<file path="src/rtl/ctrl_74hc595_chain_pkg.sv">
// Shared definitions for the 74HC595 chain driver: FSM state encoding and
// the output-enable level helper reused by other display drivers.
package ctrl_74hc595_chain_pkg;

    typedef enum logic [1:0] {
        ST_IDLE     = 2'd0,
        ST_SHIFT_LO = 2'd1,
        ST_SHIFT_HI = 2'd2,
        ST_LATCH    = 2'd3
    } state_t;

    // Pin level for a logical enable, given the pin polarity.
    function automatic logic oe_level(input logic active, input logic active_low);
        return active ^ active_low;
    endfunction

endpackage

</file>
<file path="src/rtl/ctrl_74hc595_chain_tick.sv">
// Reloadable half-period down-counter: tick is high in the last cycle of
// every CLK_DIV-cycle period counted from the most recent load.
module ctrl_74hc595_chain_tick #(
    parameter int CLK_DIV = 2
) (
    input  logic clk,
    input  logic rst,
    input  logic load,
    output logic tick
);
    localparam int CW = $clog2(CLK_DIV + 1);

    logic [CW-1:0] cnt_reg;

    // Reloading on every tick keeps the count in 1..CLK_DIV, so it never wraps.
    always_ff @(posedge clk) begin
        if (rst || load) begin
            cnt_reg <= CW'(CLK_DIV);
        end else begin
            cnt_reg <= cnt_reg - CW'(1);
        end
    end

    assign tick = (cnt_reg == CW'(1));

endmodule

</file>
<file path="src/rtl/ctrl_74hc595_chain.sv">
// Serial driver for a daisy-chain of 74HC595s: shifts a DATA_W-bit frame out
// on DS/SHCP at a divided rate, then pulses STCP; all pins come from flops.
module ctrl_74hc595_chain
    import ctrl_74hc595_chain_pkg::*;
#(
    parameter int DATA_W        = 12,
    parameter int CLK_DIV       = 2,
    parameter bit MSB_FIRST     = 1'b1,
    parameter bit OE_ACTIVE_LOW = 1'b1
) (
    input  logic              clk,
    input  logic              rst,
    input  logic [DATA_W-1:0] i_data,
    input  logic              i_valid,
    output logic              o_ready,
    output logic              o_busy,
    output logic              o_done,
    output logic              o_stcp,
    output logic              o_shcp,
    output logic              o_ds,
    output logic              o_oe
);
    localparam int BW = $clog2(DATA_W + 1);

    state_t            state_reg, state_next;
    logic [DATA_W-1:0] shift_reg, shift_next;
    logic [DATA_W-1:0] data_ordered;
    logic [BW-1:0]     bit_cnt_reg, bit_cnt_next;
    logic              ds_next;
    logic              done_next;
    logic              accept;
    logic              tick;

    // Reorder the frame so the first bit on the wire is always at index 0.
    for (genvar gi = 0; gi < DATA_W; gi++) begin : g_order
        if (MSB_FIRST) begin : g_msb
            assign data_ordered[gi] = i_data[DATA_W-1-gi];
        end else begin : g_lsb
            assign data_ordered[gi] = i_data[gi];
        end
    end

    assign accept = i_valid & o_ready;

    ctrl_74hc595_chain_tick #(
        .CLK_DIV (CLK_DIV)
    ) u_tick (
        .clk  (clk),
        .rst  (rst),
        .load (tick | accept),
        .tick (tick)
    );

    always_comb begin
        state_next   = state_reg;
        shift_next   = shift_reg;
        bit_cnt_next = bit_cnt_reg;
        ds_next      = o_ds;
        done_next    = 1'b0;
        case (state_reg)
            ST_IDLE: begin
                if (accept) begin
                    state_next   = ST_SHIFT_LO;
                    shift_next   = data_ordered;
                    bit_cnt_next = BW'(DATA_W);
                    ds_next      = data_ordered[0];
                end
            end
            ST_SHIFT_LO: begin
                if (tick) begin
                    state_next = ST_SHIFT_HI;
                end
            end
            ST_SHIFT_HI: begin
                if (tick) begin
                    bit_cnt_next = bit_cnt_reg - BW'(1);
                    shift_next   = shift_reg >> 1;
                    if (bit_cnt_reg == BW'(1)) begin
                        state_next = ST_LATCH;
                    end else begin
                        state_next = ST_SHIFT_LO;
                        ds_next    = shift_next[0];
                    end
                end
            end
            ST_LATCH: begin
                if (tick) begin
                    state_next = ST_IDLE;
                    done_next  = 1'b1;
                end
            end
            default: state_next = ST_IDLE;
        endcase
    end

    // Pins are registered from the next state so they line up with it.
    always_ff @(posedge clk) begin
        if (rst) begin
            state_reg   <= ST_IDLE;
            shift_reg   <= '0;
            bit_cnt_reg <= '0;
            o_ready     <= 1'b0;
            o_busy      <= 1'b0;
            o_done      <= 1'b0;
            o_stcp      <= 1'b0;
            o_shcp      <= 1'b0;
            o_ds        <= 1'b0;
            o_oe        <= oe_level(1'b0, OE_ACTIVE_LOW);
        end else begin
            state_reg   <= state_next;
            shift_reg   <= shift_next;
            bit_cnt_reg <= bit_cnt_next;
            o_ready     <= (state_next == ST_IDLE);
            o_busy      <= (state_next != ST_IDLE);
            o_done      <= done_next;
            o_stcp      <= (state_next == ST_LATCH);
            o_shcp      <= (state_next == ST_SHIFT_HI);
            o_ds        <= ds_next;
            // Outputs stay dark until the first complete frame is latched.
            if (done_next) begin
                o_oe <= oe_level(1'b1, OE_ACTIVE_LOW);
            end
        end
    end

endmodule

</file>
<file path="config.mk">
export PLATFORM = sky130hd
export DESIGN_NAME = ctrl_74hc595_chain
export DESIGN_NICKNAME = d
export VERILOG_FILES = /design/src/rtl/ctrl_74hc595_chain_pkg.sv /design/src/rtl/ctrl_74hc595_chain_tick.sv /design/src/rtl/ctrl_74hc595_chain.sv
export SDC_FILE = /design/constraint.sdc
export NUM_CORES = 1
export LEC_CHECK = 0
export CAP_MARGIN = 25
export CORE_MARGIN = 1
export CORE_UTILIZATION = 34
export CTS_BUF_LIST = sky130_fd_sc_hd__clkbuf_4 sky130_fd_sc_hd__clkbuf_8
export DETAILED_ROUTE_END_ITERATION = 10
export SLEW_MARGIN = 20
export SYNTH_ARGS = -nofsm -noshare
export SYNTH_HDL_FRONTEND = slang
export SYNTH_HIERARCHICAL = 1
export SYNTH_SLANG_ARGS = --single-unit
</file>
<file path="constraint.sdc">
create_clock -name clk -period 1.7 [get_ports clk]
set_clock_uncertainty 0.15 [all_clocks]
set_input_delay 0.17 -clock clk [delete_from_list [all_inputs] [get_ports clk]]
set_output_delay 0.17 -clock clk [all_outputs]
set_load 0.05 [all_outputs]
</file>
Yosys cells after proc, flatten, opt, wreduce, memory -nomap -nowiden --
Cells that the tools add are included.
Word-level totals: bits of input ports 15, bits in registers 27, logic and storage cells 50, output and inout port bits 7
Operators by class: add/subtract/negate cells 2, reduce and logical (&&, ||, !) cells 7, bitwise logic cells 2, multiplexer cells 18, eq/ne operators 10
Operators by type and width (number):
- $mux 12 | 2
- $pmux 12 s2 | 1
- $mux 2 | 5
- $eq 2x2->1 const B | 4
- $mux 4 | 2
- $pmux 2 s4 | 1
- $pmux 4 s2 | 1
- $ne 2x2->1 const B | 3
- $mux 1 | 5
- $eq 2x1->1 const B | 2
- $eq 4x1->1 const B | 1
- $logic_not 2->1 | 2
- $reduce_and 4->1 | 1
- $reduce_bool 2->1 | 2
- $sub 4x1->4 const B | 1
- $reduce_and 3->1 | 1
- $pmux 1 s2 | 1
- $sub 2x1->2 const B | 1
- $and 1x1->1 | 1
- $logic_or 1x1->1 | 1
- $or 1x1->1 | 1

Longest topological paths before layout --
depth in word-level cells 5, mapped depth 7

Hierarchy --
Netlist, hierarchy kept.
Modules (own cells, without submodules):
- ctrl_74hc595_chain | cells each 115, instances 1, area an instance 1127.3 sq um
- ctrl_74hc595_chain_tick | cells each 6, instances 1, area an instance 67.6 sq um

Worst setup path after synthesis --
No wires, ideal clock.
kind flip-flop to flip-flop, start point register o_ready, end point register shift_reg[2], arrival 1.304 ns, cell stages (with the launch flop) 6, library setup time 0.086 ns, required time 1.464 ns, path slack 0.160 ns, buffers on the path 1, cells stage by stage dfxtp_1 > nand4bb_4 > nand2_4 > buf_6 > nor2_1 > a211oi_1
Between the ends: cells in the longest elaborated chain, start to end 3
Ends and longest elaborated chain:
- from (decl) | RTL line ctrl_74hc595_chain.sv:15 | output logic o_ready,
- from (signal assigned) | RTL line ctrl_74hc595_chain.sv:113 | o_ready <= (state_next == ST_IDLE);
- $and 1x1->1 | RTL line ctrl_74hc595_chain.sv:43 | assign accept = i_valid & o_ready;
- $ne 2x2->1 (no line)
- $reduce_and 3->1 (no line)
- to (signal assigned) | RTL line ctrl_74hc595_chain.sv:111 | shift_reg <= shift_next;
- to (decl) | RTL line ctrl_74hc595_chain.sv:26 | logic [DATA_W-1:0] shift_reg, shift_next;
Every way passes these cells. A chain may end at the register's enable or synchronous reset.

Worst setup path in the final report --
start point register u_tick.cnt_reg[0], end point register o_ds
Between the ends: cells in the longest elaborated chain, start to end 3
Ends and longest elaborated chain:
- from (decl) | RTL line ctrl_74hc595_chain_tick.sv:13 | logic [CW-1:0] cnt_reg;
- from (signal assigned) | RTL line ctrl_74hc595_chain_tick.sv:18 | cnt_reg <= CW'(CLK_DIV);
- from (signal assigned) | RTL line ctrl_74hc595_chain_tick.sv:20 | cnt_reg <= cnt_reg - CW'(1);
- $eq 2x1->1 | RTL line ctrl_74hc595_chain_tick.sv:24 | assign tick = (cnt_reg == CW'(1));
- via tick | RTL line ctrl_74hc595_chain.sv:32 | logic tick;
- $ne 2x2->1 (no line)
- $reduce_and 4->1 (no line)
- to (signal assigned) | RTL line ctrl_74hc595_chain.sv:118 | o_ds <= ds_next;
- to (decl) | RTL line ctrl_74hc595_chain.sv:20 | output logic o_ds,
The timed path passes the listed nets, and every way through them passes these cells.

==> impl_results.md <==
- Outcome: completed
- WP data required: 1800 ps
- Delay contributed by the slowest stage of the critical path: approximately 360 ps
- RSZ-0062 raised after global routing: false
- Number of nets still failing antenna checks after routing: 0
- Number of register bits inferred by synthesis: 26
- Vias in the first global route: between 700 and 800
- Min-delay worst type: register to register
- Vias post-DR: roughly 900
- Max FFs per register: 11
- Die width: about 61 um
- Final hold vios: 0
- Arithmetic-cell share of the synthesized area counting full adders, half adders and majority gates: 0.0314
- Worst-path cell with the longest stage delay: sky130_fd_sc_hd__dfxtp_1
- Detail-routed via count per cell: 4.74
- FMAX: 665 MHz
- Final count of pins violating max slew: 0
- Post-Synth Simple-Gate Area: 0.220
- Mapped Nets: about 140
- Dominant combinational cell family by area after synthesis: simple AND/OR/NAND/NOR gates
- Leakage power summed over all cells: 0.643 nW
- Initial core utilization: 0.355
- Number of detailed-route iterations in the first pass: 5
- Area share of xor/xnor cells in the synthesized design: 0.00733
- Minimum setup slack after placement: 12.3 ps
- TritonCTS clock tree: built
- Antenna violations before repair: 0
- Setup Viol. Count Final: 0
- Clock insertion delay at the later pin of the skew report: ~320 ps
- Buffers inserted by post-CTS timing repair: 0
- Kind of end point of the critical path: register
- Largest net degree at the start of global routing: 24
- Cell area after synthesis: around 1200 um2
- Critical Path Fanout Max: 23
- Core ar.: 3360 um2
- Chain of cells forming the critical path: ha_1 -> nand3b_4 -> nand2_4 -> a21oi_1 -> a311oi_1
- Global-route wire length before repair: about 3700 um
- Minimum clock period after layout: around 1500 ps
- Total half-perimeter wirelength after legalization and detailed placement: roughly 1600 um
- DRC violations left: 0
- Max rail drop VDD: 0.612 mV
- Number of gates resized after CTS: 0
- Global placer's final weighted congestion: 0.776
- Critical setup path kind: register to register
- Compound-cell area share of the yosys netlist: 0.128
- TNS Setup: 0 ps
- Clock transition at the registers of the reported paths: ~130 ps
- Transition at the pin with the smallest max-transition slack: between 400 and 500 ps
- Number of standard-cell rows in the floorplan: 21
- Aggregate routed wire length: between 2000 and 2500 um
- Number of hold buffers added after CTS: 0
- Number of warnings reported in the yosys synthesis log: 6
- Distinct cell type count after synthesis: 32
- Clock sink count: 26
- Number of antenna cells inserted: 0
- Mean cell area of the mapped netlist: between 9 and 10 um2
- Data arrival, critical path: about 1600 ps
- Power after layout: 1.20 mW
- Port Buf Inserts: 21
- Ratio of cells with drive above 1 in the final layout: 0.148
- Die Outline Area: 3760 um2
- Multiplexer share of the synthesized area: 0.101
- Area Growth Syn to Fin: 20.0%
- Post-Syn Instances: 121
- All-Layer GR Usage: 0.135
- Iter 0 DRT Violations: 24
- Ratio of final minimum period to clock period: 0.884
- Final net count: ~160
- Max Cap Violations: 0
- Power per unit of standard cell area: roughly 840 nW/um2
- Wire per inst: about 11 um
- Top-Level Pins: 22
- Startpoint kind of the worst setup timing path: register
- Number of levels in the clock H-tree: 1
- Slew headroom: 0.696
- Post-route worst setup slack: between 150 and 200 ps
- Die height: ~61 um
- Cell chosen for the clock root: sky130_fd_sc_hd__clkbuf_4
- Overflow left after global routing: 0
- Proportion of synthesized chip area in sequential cells: 0.436
- Maximum buffer depth of the clock tree: 2
- Inserted Clock Buffers: 3
[synth_stat cells]
library cell / count / area, um2
sky130_fd_sc_hd__nand2b_4: 1 / 13.8
sky130_fd_sc_hd__ha_1: 3 / 37.5
sky130_fd_sc_hd__nand3_1: 1 / 5.00
sky130_fd_sc_hd__and2_1: 1 / 6.26
sky130_fd_sc_hd__dfxtp_1: 26 / 521
sky130_fd_sc_hd__clkbuf_1: 1 / 3.75
sky130_fd_sc_hd__nand2_1: 5 / 18.8
sky130_fd_sc_hd__nor2_1: 23 / 86.3
sky130_fd_sc_hd__xnor2_1: 1 / 8.76
sky130_fd_sc_hd__nand2b_1: 2 / 12.5
sky130_fd_sc_hd__nand4bb_4: 1 / 27.5
sky130_fd_sc_hd__or3_1: 1 / 6.26
sky130_fd_sc_hd__o22a_1: 1 / 8.76
sky130_fd_sc_hd__nor3_1: 4 / 20.0
sky130_fd_sc_hd__buf_1: 1 / 3.75
sky130_fd_sc_hd__a21oi_1: 7 / 35.0
sky130_fd_sc_hd__nor2b_1: 1 / 6.26
sky130_fd_sc_hd__nor4b_1: 1 / 8.76
sky130_fd_sc_hd__inv_1: 4 / 15.0
sky130_fd_sc_hd__buf_6: 4 / 45.0
sky130_fd_sc_hd__nor4_2: 1 / 12.5
sky130_fd_sc_hd__or2b_1: 1 / 7.51
sky130_fd_sc_hd__nand3b_4: 1 / 20.0
sky130_fd_sc_hd__nand2_4: 1 / 11.3
sky130_fd_sc_hd__a211oi_2: 1 / 12.5
sky130_fd_sc_hd__mux2i_1: 12 / 120
sky130_fd_sc_hd__buf_12: 1 / 20.0
sky130_fd_sc_hd__a211oi_1: 10 / 75.1
sky130_fd_sc_hd__a311oi_1: 1 / 8.76
sky130_fd_sc_hd__a22oi_1: 1 / 7.51
sky130_fd_sc_hd__o21ai_0: 1 / 5.00
sky130_fd_sc_hd__buf_2: 1 / 5.00
[layer usage]
metal	track usage	wire length, um	share of wire	up-vias
met2	0.214	1010	0.47	19
met5	0	0	0	-
li1	-	-	-	467
met3	0.0441	88	0.041	2
met1	0.180	1010	0.48	403
met4	0.0292	19	0.0089	0
[metrics by stage]
step / cells / instance area, um2 / hold WS [ps] / utilization
finish: 188 / 1430 / 294 / 0.426
global route: 188 / 1430 / 322 / 0.426
CTS: 188 / 1430 / 294 / 0.426
detailed placement: 184 / 1400 / 275 / 0.416
global placement: 184 / 1400 / 267 / 0.416
floorplan: 121 / 1190 / 91.1 / -
[report_power, final]
group / switching, mW / total [mW] / leakage, nW / internal [mW]
sequential: 0.0305 / 0.684 / 0.213 / 0.654
combinational: 0.104 / 0.206 / 0.410 / 0.102
clock: 0.179 / 0.310 / 0.0210 / 0.131
[worst max-delay path: cells and delay by family (launching register included)]
kind,cells,cell delay [ps]
AO/OA/AOI/OAI,2,330
AND/OR/NAND/NOR,2,360
flip-flops,1,360
adder cells (fa/ha/maj),1,220
[cell families after synthesis]
family | Yosys count
AND/OR/NAND/NOR | 45
flip-flops | 26
AO/OA/AOI/OAI | 22
buffers and inverters | 12
multiplexers | 12
adder cells (fa/ha/maj) | 3
XOR/XNOR | 1
[layout by cell type (no fill, tap or decap), drive strengths merged, types with 3 or more instances in the layout]
cell type and count:
a211oi 11, a21oi 7, buf 11, clkbuf 4, clkdlybuf4s50 14, dfxtp 26
ha 3, inv 4, mux2i 12, nand2 6, nand2b 3, nor2 23
nor3 4
[worst paths after layout]
check,cells after the start,end,startpoint,slack (ps)
setup / recovery,5,o_ds,u_tick/cnt_reg[0],200
hold / removal,1,u_tick/cnt_reg[0],u_tick/cnt_reg[0],290
setup reg to reg,5,o_ds,u_tick/cnt_reg[0],200
hold reg to reg,1,u_tick/cnt_reg[0],u_tick/cnt_reg[0],290
[cell type report]
| type | count | area [um2] |
|---|---|---|
| Tap cell | 46 | 57.6 |
| Clock buffer | 4 | 36.3 |
| Timing Repair Buffer | 25 | 223 |
| Multi-Input combinational cell | 83 | 582 |
| Sequential cell | 26 | 520 |
| Fill cell | 362 | 1930 |
| Inverter | 4 | 15.0 |
No activity file was read; power rests on OpenSTA's default activity.
